<file path="config.mk">
export PLATFORM = sky130hd
export DESIGN_NAME = cpu_spm_rmw_flat
export DESIGN_NICKNAME = d
export VERILOG_FILES = /design/src/rtl/cpu_spm_rmw_if.sv /design/src/rtl/cpu_spm_rmw.sv /design/src/flat_wrapper.sv
export SDC_FILE = /design/constraint.sdc
export NUM_CORES = 1
export LEC_CHECK = 0
export CORE_ASPECT_RATIO = 0.6
export CORE_MARGIN = 10
export CORE_UTILIZATION = 30
export CTS_CLUSTER_DIAMETER = 200
export DETAILED_ROUTE_END_ITERATION = 8
export GPL_TIMING_DRIVEN = 0
export HOLD_SLACK_MARGIN = 0.08
export PLACE_DENSITY_LB_ADDON = 0.3
export SYNTH_ARGS = -nofsm -noshare
export SYNTH_HDL_FRONTEND = slang
export SYNTH_SLANG_ARGS = --single-unit
export TNS_END_PERCENT = 50
</file>
<file path="constraint.sdc">
create_clock -name clk -period 1.92 [get_ports clk]
set_input_delay 0.288 -clock clk [delete_from_list [all_inputs] [get_ports clk]]
set_output_delay 0.288 -clock clk [all_outputs]
set_load 0.05 [all_outputs]
</file>
<file path="src/rtl/cpu_spm_rmw_if.sv">
// Request/response bundle between a bus master and the SPM RMW adapter.
// The adapter is the slave; response has no backpressure.
interface cpu_spm_rmw_if #(
    parameter int DATA_W = 32,
    parameter int ADDR_W = 12,
    localparam int BE_W  = DATA_W / 8
);
    logic              req_valid;
    logic              req_ready;
    logic              req_we;
    logic [ADDR_W-1:0] req_addr;
    logic [BE_W-1:0]   req_be;
    logic [DATA_W-1:0] req_wdata;
    logic              rsp_valid;
    logic [DATA_W-1:0] rsp_rdata;

    modport master (
        output req_valid, req_we, req_addr,
        output req_be, req_wdata,
        input  req_ready, rsp_valid, rsp_rdata
    );

    modport slave (
        input  req_valid, req_we, req_addr,
        input  req_be, req_wdata,
        output req_ready, rsp_valid, rsp_rdata
    );
endinterface

</file>
<file path="src/rtl/cpu_spm_rmw.sv">
// Byte-enable to word-only SPM port B adapter using read-modify-write.
// Define SPM_RMW_FAST_WR_EN to send full-word writes straight through WR.
module cpu_spm_rmw #(
    parameter int DATA_W = 32,
    parameter int ADDR_W = 12,
    localparam int BE_W  = DATA_W / 8
) (
    input  logic              clk,
    input  logic              reset,
    cpu_spm_rmw_if.slave      bus,
    output logic [ADDR_W-1:0] spm_addr,
    output logic [DATA_W-1:0] spm_wdata,
    output logic              spm_we,
    input  logic [DATA_W-1:0] spm_rdata
);

`ifdef SPM_RMW_FAST_WR_EN
    typedef enum logic [2:0] {
        IDLE, RD, MRG, RSP, WR
    } state_t;
`else
    typedef enum logic [1:0] {
        IDLE, RD, MRG, RSP
    } state_t;
`endif

    state_t            state_q;
    state_t            state_d;
    logic [ADDR_W-1:0] addr_q;
    logic [BE_W-1:0]   be_q;
    logic [DATA_W-1:0] wdata_q;
    logic              we_q;
    logic              rsp_valid_q;
    logic [DATA_W-1:0] rsp_rdata_q;
    logic [DATA_W-1:0] merged;
    logic              rsp_fire;
    logic              accept;

    assign accept        = (state_q == IDLE) && bus.req_valid;
    assign spm_addr      = addr_q;
    assign bus.rsp_valid = rsp_valid_q;
    assign bus.rsp_rdata = rsp_rdata_q;

    always_comb begin
        merged = '0;
        for (int i = 0; i < BE_W; i++) begin
            merged[8*i +: 8] = be_q[i] ? wdata_q[8*i +: 8]
                                       : spm_rdata[8*i +: 8];
        end
    end

    // Fast writes raise the pulse on leaving WR; RSP is only turnaround.
`ifdef SPM_RMW_FAST_WR_EN
    assign rsp_fire = (state_q == WR) ||
                      ((state_q == RSP) && !(we_q && (&be_q)));
`else
    assign rsp_fire = (state_q == RSP);
`endif

    always_comb begin
        state_d       = state_q;
        spm_we        = 1'b0;
        spm_wdata     = '0;
        bus.req_ready = 1'b0;
        unique case (state_q)
            IDLE: begin
                bus.req_ready = 1'b1;
                if (bus.req_valid) begin
                    state_d = RD;
`ifdef SPM_RMW_FAST_WR_EN
                    if (bus.req_we && (&bus.req_be)) begin
                        state_d = WR;
                    end
`endif
                end
            end
            RD: state_d = MRG;
            MRG: begin
                if (we_q && (|be_q)) begin
                    spm_we    = 1'b1;
                    spm_wdata = merged;
                end
                state_d = RSP;
            end
            RSP: state_d = IDLE;
`ifdef SPM_RMW_FAST_WR_EN
            WR: begin
                spm_we    = 1'b1;
                spm_wdata = wdata_q;
                state_d   = RSP;
            end
`endif
            default: state_d = IDLE;
        endcase
    end

    always_ff @(posedge clk or negedge reset) begin
        if (!reset) begin
            state_q     <= IDLE;
            addr_q      <= '0;
            be_q        <= '0;
            wdata_q     <= '0;
            we_q        <= 1'b0;
            rsp_valid_q <= 1'b0;
            rsp_rdata_q <= '0;
        end else begin
            state_q     <= state_d;
            rsp_valid_q <= rsp_fire;
            if (accept) begin
                addr_q      <= bus.req_addr;
                be_q        <= bus.req_be;
                wdata_q     <= bus.req_wdata;
                we_q        <= bus.req_we;
                rsp_rdata_q <= '0;
            end
            if (state_q == MRG) begin
                rsp_rdata_q <= we_q ? '0 : spm_rdata;
            end
        end
    end

endmodule

</file>
<file path="src/flat_wrapper.sv">
// flat-port wrapper written by rule: the top's interface ports become plain ports
module cpu_spm_rmw_flat 
#(
    parameter int DATA_W = 32,
    parameter int ADDR_W = 12,
    localparam int BE_W  = DATA_W / 8
)
  (clk, reset, spm_addr, spm_wdata, spm_we, spm_rdata, bus_req_valid, bus_req_we, bus_req_addr, bus_req_be, bus_req_wdata, bus_req_ready, bus_rsp_valid, bus_rsp_rdata);
  cpu_spm_rmw_if #(.DATA_W(DATA_W), .ADDR_W(ADDR_W)) bus_i ();
  input  logic clk;
  input  logic reset;
  output logic [ADDR_W-1:0] spm_addr;
  output logic [DATA_W-1:0] spm_wdata;
  output logic spm_we;
  input  logic [DATA_W-1:0] spm_rdata;
  input wire logic [$bits(bus_i.req_valid)-1:0] bus_req_valid;
  input wire logic [$bits(bus_i.req_we)-1:0] bus_req_we;
  input wire logic [$bits(bus_i.req_addr)-1:0] bus_req_addr;
  input wire logic [$bits(bus_i.req_be)-1:0] bus_req_be;
  input wire logic [$bits(bus_i.req_wdata)-1:0] bus_req_wdata;
  output wire logic [$bits(bus_i.req_ready)-1:0] bus_req_ready;
  output wire logic [$bits(bus_i.rsp_valid)-1:0] bus_rsp_valid;
  output wire logic [$bits(bus_i.rsp_rdata)-1:0] bus_rsp_rdata;
  assign bus_i.req_valid = bus_req_valid;
  assign bus_i.req_we = bus_req_we;
  assign bus_i.req_addr = bus_req_addr;
  assign bus_i.req_be = bus_req_be;
  assign bus_i.req_wdata = bus_req_wdata;
  assign bus_req_ready = bus_i.req_ready;
  assign bus_rsp_valid = bus_i.rsp_valid;
  assign bus_rsp_rdata = bus_i.rsp_rdata;
  cpu_spm_rmw #(.DATA_W(DATA_W), .ADDR_W(ADDR_W)) u_core (.clk(clk), .reset(reset), .bus(bus_i), .spm_addr(spm_addr), .spm_wdata(spm_wdata), .spm_we(spm_we), .spm_rdata(spm_rdata));
endmodule
</file>
==> results of run 1 <==
[layout by cell type (no fill, tap or decap), drive strengths merged]
cell / instances
buf: 63
mux2: 50
nand2: 2
nor4: 1
clkinv: 1
dlygate4sd3: 1
a21oi: 2
a22o: 32
ha: 3
clkinvlp: 2
inv: 2
nor2: 3
mux2i: 32
clkdlybuf4s50: 127
nor3: 32
nand2b: 1
bufinv: 1
nor2b: 1
clkbuf: 19
dfrtp: 84
[registers in the layout, summed over array words and instances, names as in the netlist]
| name | count |
|---|---|
| u_core.bus.rsp_rdata | 32 |
| u_core.wdata_q | 32 |
| u_core.spm_addr | 12 |
| u_core.be_q | 4 |
| u_core.state_q | 2 |
| u_core.bus.rsp_valid | 1 |
| u_core.we_q | 1 |
[final cells by class]
| class | instances | area share, % |
|---|---|---|
| Buffer | 19 | 3.30 |
| Clock buffer | 12 | 3.67 |
| Clock inverter | 4 | 0.777 |
| Inverter | 2 | 0.117 |
| Multi-Input combinational cell | 159 | 27.1 |
| Sequential cell | 84 | 32.7 |
| Tap cell | 165 | 3.21 |
| Timing Repair Buffer | 179 | 29.2 |
[metal layers]
| layer | GRT usage (%) | vias up | part of all wire, % |
|---|---|---|---|
| li1 | - | 1360 | - |
| met1 | 18.8 | 1457 | 45 |
| met5 | 0 | - | 0 |
| met3 | 7.07 | 10 | 11 |
| met4 | 2.88 | 0 | 0.70 |
| met2 | 21.2 | 119 | 44 |
[worst max-delay path, stage by stage, from the launching register on]
cell,delay (ns)
dfrtp_1,0.40
inv_2,0.09
ha_4,0.17
nand2_8,0.10
clkbuf_16,0.20
nor3_2,0.21
buf_6,0.19
[final timing paths]
path | endpoint | slack (ns)
min | u_core.wdata_q[20] | 0.47
min in group clk | u_core.wdata_q[31] | 0.50
max | spm_wdata[23] | -0.06
min reg2reg | u_core.wdata_q[31] | 0.50
max in group asynchronous | u_core.be_q[3] | 0.81
max reg2reg | u_core.wdata_q[29] | 0.21
[logic make-up after synthesis]
kind of cell / after synthesis / synth area share (%)
fa+ha+maj: 3 / 1.02
flops: 84 / 57.1
buf+inv: 24 / 4.15
simple gates: 40 / 5.85
compound gates: 34 / 7.89
mux: 82 / 24.0
[power by group through the flow]
stage	sequential, W	combinational (W)	clock [W]
after detailed placement	0.00316	0.00695	0
after floorplan	0.00469	0.00313	0
final	0.00321	0.00758	0.00171
after CTS	0.00319	0.00746	0.00177
after global placement	0.00312	0.00687	0
after global routing	0.00333	0.00797	0.00185
[timing repair]
action,CTS,global route
endpoints found under the setup margin,34,62
hold buffers,1,0
setup buffers,7,4
endpoints found under the hold margin,36,0
pin swaps,6,11
gates resized for setup,262,31
gates cloned,2,3
[per-stage QoR]
stage | instances | TNS, ns
after floorplan | 267 | -4.92
after global placement | 594 | -241.04
after detailed placement | 595 | -27.06
after CTS | 621 | -3.16
after global routing | 624 | -3.24
final | 624 | -0.956
==> run metrics, run 1 <==
Arr. time, crit path 1.70 ns; number of synthesized register bits 84; Sw Ratio 45.9%; relative slew slack roughly 61%; # fillers 1038; ANT nets after route 0; WHS 0.470 ns; antenna cells 0; gr ovfl total 0; Final min period just under 2 ns; gp weighted congestion 0.792; CTS clk-pin slew, worst paths approximately 0.060 ns; max frequency 504 MHz; vias in the first global route 3313; Ports approximately 160; Synth Net Count 354; Int Power ~0.0068 W; routed vias/inst 4.72; All-Layer GR Usage 14.4%; Leak approximately 2.7 nW; Core Region 12000 um2; Root Driver clkbuf_16; Layout Cell Area excl Fill between 6000 and 7000 um2; fin. max-slew vios 0; IO Port Bufs 162; worst min-delay path class input pin to async pin; row cnt 31; Synth Cell Area approximately 3700 um2; DPL Wire Length between 9 and 10 mm; startpoint types flip-flop; Worst setup startpoint u_core.state_q[0]; Die Y roughly 110 um; die area 17200 um2; Sw Pwr around 0.0057 W; CTS buffer count 9; R2R Path Start u_core.state_q[1]; Max rail drop VDD 0.958 mV; CP max FO 10; initial antenna violation count 0; number of detailed-route iterations in the first pass 4; CTS HTree Levels 3; Avg WL per Cell roughly 20 um; crit path kind flip-flop to output port; Post-synth EDFFs 0; violated checks negative setup slack; Vias 2946; largest net degree at the start of global routing 49; Reg power frac around a quarter; DR iter-0 viols 101; ys flop type dfrtp_1; Clk network pwr share 13.7%; Placement Cell Area between 5000 and 6000 um2; Mapped Cells 267; CTS Buffer Depth 2; Multi-input gate area between 1500 and 2000 um2; status complete, but fails checks; clk sinks between 80 and 90; post-synthesis sequential area ratio 57.1%; total power 0.0125 W; top cells by count, synth dfrtp_1, mux2_2, a22o_1, mux2i_1, nor3_1; Critical Path RT between 1.5 and 2 ns; synthesized area per cell 13.8 um2; Routed WL around 13 mm; top cells by area, synth dfrtp_1, mux2_2, mux2i_1; final setup vio count 29; most common cell in the synthesized netlist dfrtp_1; DRC 0; share of layout cells above drive strength 1 37.0%; clk_lat worst skew 0.33 ns; initial core utilization 30.6%; Synth top area share 57.1%; power share of the combinational group between 60% and 70%; PD cells roughly 1900 nW/um2; Sequential Area 2100 um2; P&R area growth vs syn 74.9%; Synthesis Warnings 0; Worst setup EP type output port; worst clock skew approximately 0.0079 ns; CTS tree built; Fin. Hold Viols 0; Nets 541; RSZ-0062 raised after global routing yes; synth unique cells 18; area leader, netlist dfrtp_1; FF-to-FF path depth 6; Die W ~160 um; Max Cap Viol 0; fin crit share 103%; Synth async-reset ratio 100%; pre-CTS setup slack -0.942 ns; global-route wire length before repair 19.6 mm; utilization after layout 53.5%; Setup WS post-layout -0.0631 ns; worst slew pin tran 0.590 ns
Power figures use the tool's default switching activity.
==> run 2, diff against run 1 <==
CORE_UTILIZATION = 45   (was 30)
clock period = 2.4 ns   (was 1.92 ns; I/O delays follow)
==> run metrics, run 2 (same netlist as run 1, synthesis figures left out) <==
Max Cap Viol 0; CTS buffer count 9; Routed WL around 11 mm; Sw Pwr 0.00416 W; share of layout cells above drive strength 1 28.3%; largest net degree at the start of global routing 56; number of detailed-route iterations in the first pass 4; row cnt 25; Placement Cell Area 5460 um2; P&R area growth vs syn 56.4%; Root Driver clkbuf_16; gp weighted congestion ~0.73; Worst setup EP type output port; Sw Ratio 44.4%; Core Region 7910 um2; DRC 0; CTS Buffer Depth 2; die area 12300 um2; clk sinks between 80 and 90; initial antenna violation count 0; CTS HTree Levels 3; Arr. time, crit path 1.93 ns; TNS Setup 0 ns; Clk network pwr share 17.2%; IO Port Bufs 162; Ports 163; Die W 137 um; Worst setup startpoint u_core.state_q[0]; worst slew pin tran 0.555 ns; RSZ-0062 raised after global routing no; commonest non-fill, non-tap cell in the layout clkdlybuf4s50_1; Reg power frac a little over a quarter; PD cells about 1600 nW/um2; global-route wire length before repair 18.1 mm; Critical Path RT 2.04 ns; ANT nets after route 0; power share of the combinational group approximately 56%; CP max FO 10; startpoint types flip-flop; relative slew slack 62.9%; Int Power ~0.0052 W; Avg WL per Cell 20.6 um; gr ovfl total 0; utilization after layout between 70% and 80%; CTS clk-pin slew, worst paths ~0.060 ns; worst clock skew 0.00548 ns; fin. max-slew vios 0; Max rail drop VDD between 0.9 and 1 mV; Nets 530; routed vias/inst 5.21; R2R Path Start u_core.state_q[0]; status finished, final reports clean; initial core utilization 46.5%; fin crit share 95.4%; DPL Wire Length about 8.5 mm; Fin. Hold Viols 0; Die Y 90.1 um; clk_lat worst skew 0.34 ns; CTS tree built; final setup vio count 0; All-Layer GR Usage 18.7%; Final min period ~2.3 ns; most frequent cells in the layout clkdlybuf4s50_1, dfrtp_1, mux2_2; pre-CTS setup slack -0.341 ns; Setup WS post-layout 0.110 ns; R2R Setup Slk 0.69 ns; worst min-delay path class input pin to async pin; Layout Cell Area excl Fill 5760 um2; Leak 2.60 nW; antenna cells 0; crit path kind flip-flop to output port; max frequency 437 MHz; total power 0.00937 W; DR iter-0 viols 147; vias in the first global route about 3200; Vias 2894
[run 2: metal layers]
metal  up-vias  wire (um)  part of all wire (%)  track usage (%)
li1       1329          -                     -                -
met1      1420       4890                    43             22.6
met2       130       5260                    46             29.1
met3        15       1230                    11             9.17
met4         0         97                  0.85             4.42
met5         -          0                     0                0
[run 2: metrics by stage]
stage                     hold slack [ns]  cells
after floorplan                    0.0644    267
after detailed placement            0.320    538
after CTS                           0.506    556
after global placement              0.486    537
after global routing                0.517    556
final                               0.503    556
[run 2: path summary, 6_finish.rpt]
check | cells past startpoint | endpoint
hold reg to reg | 1 | u_core.bus.rsp_rdata[27]
min in group clk | 1 | u_core.bus.rsp_rdata[27]
max in group asynchronous | 3 | u_core.spm_addr[0]
setup reg to reg | 5 | u_core.bus.rsp_rdata[16]
hold / removal | 2 | u_core.bus.rsp_rdata[24]
setup / recovery | 6 | spm_wdata[11]
[run 2: worst max-delay path, stage by stage (launching register included)]
cell	delay, ns
dfrtp_1	0.40
inv_1	0.09
ha_2	0.22
nand2_2	0.13
clkbuf_4	0.22
nor3_1	0.27
buf_4	0.26
[run 2: cell type report]
cell class	instances	area (um2)
fill	575	2160
sequential	84	2100
timing repair buffer	165	1570
multi-input combinational	159	1440
clock buffer	12	256
buffer	22	156
tap	108	135
clock inverter	4	95.1
inverter	2	7.51
[run 2: what timing repair did]
action | in CTS | in global routing
pin swaps | 1 | 1
hold endpoints to repair | 29 | 0
buffers inserted | 1 | 0
hold buffers | 1 | 0
endpoints found under the setup margin | 33 | 30
resized for setup | 183 | 42
[run 2: power groups by stage]
stage | combinational [W] | clock [W] | sequential [W]
floorplan | 0.00229 | 0 | 0.00376
global placement | 0.00521 | 0 | 0.00248
detailed placement | 0.00531 | 0 | 0.00251
CTS | 0.00527 | 0.00165 | 0.00250
global route | 0.00554 | 0.00171 | 0.00258
finish | 0.00525 | 0.00162 | 0.00250
==> edit: new RTL, config.mk and constraints of run 1 <==
The option `SPM_RMW_FAST_WR_EN` is turned on by a define.
--- a/src/rtl/cpu_spm_rmw.sv
+++ b/src/rtl/cpu_spm_rmw.sv
@@ -2,2 +2,4 @@
 // Define SPM_RMW_FAST_WR_EN to send full-word writes straight through WR.
+`define SPM_RMW_FAST_WR_EN
+
 module cpu_spm_rmw #(
Function: changed (a bounded check fails within 4 cycles, from zero or initial values and one cycle with reset low).
==> edit against run 1 <==
The run still ends with setup timing left; cell count is 4.5% lower; routed wire length is 5.0% lower; global-route usage is 0.17 points lower; final area is 6.1% lower; sequential cell count is 1 higher; first-iteration DRC count is 22% higher; worst setup slack worse by 0.22 ns; register-to-register slack worse by 0.16 ns; synthesized area is 2.7% lower; total power is 8.8% lower; critical path type unchanged; critical endpoint is now spm_wdata[16]; largest cell class unchanged; highest routed layer unchanged.
==> edit: results <==
group,metric,value,unit
detailed_routing,wl,12.1,mm
global_routing,grt_pass1_wl,19.1,mm
synthesis,syn_inst,248,
global_routing,grt_use_total,14.2,%
final_layout,finalNetCount,516,
worst_setup_path,critPathMaxFanout,8,
detailed_routing,viasPerCell,4.89,
synthesis,synth-compound-area-share,18.1,%
power,p_sw_share,45.4,%
power,p_leak,0.00256,uW
synthesis,synthAdderAreaFrac,0,%
final_layout,fill_cells,1019,
outcome,violations,"setup timing",
timing,clock_skew,0.00819,ns
detailed_routing,vias,2914,
synthesis,syn_nets,332,
global_routing,grt_start_max_net_pins,51,
placed_design,dp.final_hpwl,9.14,mm
global_routing,grt_pass1_vias,3289,
synthesis,ys_seq_area_share,59.4,%
placed_design,pre_cts_ws,-1.05,ns
timing,setup_viol,33,
final_layout,drive_gt1_share,31.0,%
synthesis,synth_mux_area_share,15.4,%
timing,tightestPinTransition,0.623,ns
synthesis,synth_area_leaders,"dfrtp_1 (59%), a22o_1 (16%), mux2_2 (12%), mux2_1 (3.1%), nor3_2 (1.7%)",
outcome,status,"finished with violations",
placed_design,place_inst,571,
detailed_routing,drtIter0Drc,123,
placed_design,gp_congestion,0.788,
timing,fin_ws,-0.281,ns
synthesis,ys_types,25,
worst_setup_path,r2r_start,"u_core.state_q[2]$_DFFE_PN0P_",
worst_setup_path,r2r_slack,0.05,ns
worst_setup_path,path_delay_family,"simple AND/OR/NAND/NOR gates",
clock_tree,clockBufferDepth,2,
power,peakVddDrop,0.984,mV
## edit: per-layer routing
metal	global-route usage [%]	vias up	share of wire, %
met5	0	-	0
met4	2.85	0	0.88
met3	8.19	13	11
met2	20.1	119	42
met1	18.5	1450	46
li1	-	1332	-
## edit: power groups by stage
stage	sequential (uW)	combinational [uW]	clock (uW)
2_1_floorplan	4800	2490	0
3_3_place_gp	3230	6130	0
3_5_place_dp	3270	6200	0
4_1_cts	3300	6540	1660
5_1_grt	3430	6820	1720
6_report	3300	6500	1590
## edit: final cells by class
class / instances / area (sq um) / area share, %
Tap cell: 160 / 200 / 3.31
Multi-Input combinational cell: 148 / 1510 / 24.9
Buffer: 15 / 126 / 2.09
Timing Repair Buffer: 173 / 1820 / 30.1
Sequential cell: 85 / 2130 / 35.2
Clock inverter: 4 / 25.0 / 0.414
Clock buffer: 11 / 243 / 4.01
## edit: timing repair
item,in CTS,in global routing
gates resized for setup,255,6
setup buffers,8,1
hold endpoints to repair,35,0
hold buffers,1,0
endpoints found under the setup margin,34,66
pin swaps,12,8
## edit: how the worst min path moves through the flow
stage                                         startpoint                              endpoint  slack, ns
after floorplan                                    reset            u_core.be_q[0]$_DFFE_PN0P_     -0.008
after global placement    u_core.wdata_q[21]$_DFFE_PN0P_        u_core.wdata_q[21]$_DFFE_PN0P_       0.48
after detailed placement                           reset  u_core.bus.rsp_rdata[24]$_DFFE_PN0P_       0.29
after CTS                                          reset  u_core.bus.rsp_rdata[24]$_DFFE_PN0P_       0.47
after global routing                               reset  u_core.bus.rsp_rdata[24]$_DFFE_PN0P_       0.51
final                                              reset  u_core.bus.rsp_rdata[24]$_DFFE_PN0P_       0.46
## edit: cell families after synthesis
family	Yosys count
muxes	49
buffers and inverters	15
DFF	85
AOI/OAI and AO/OA	76
and+or+nand+nor	23
## edit: stage by stage
step	instance area [sq um]	TNS, ns
CTS	6020	-8.93
detailed placement	5480	-34.23
floorplan	3630	-3.91
global route	6050	-12.58
global placement	5450	-259.16
finish	6050	-8.28
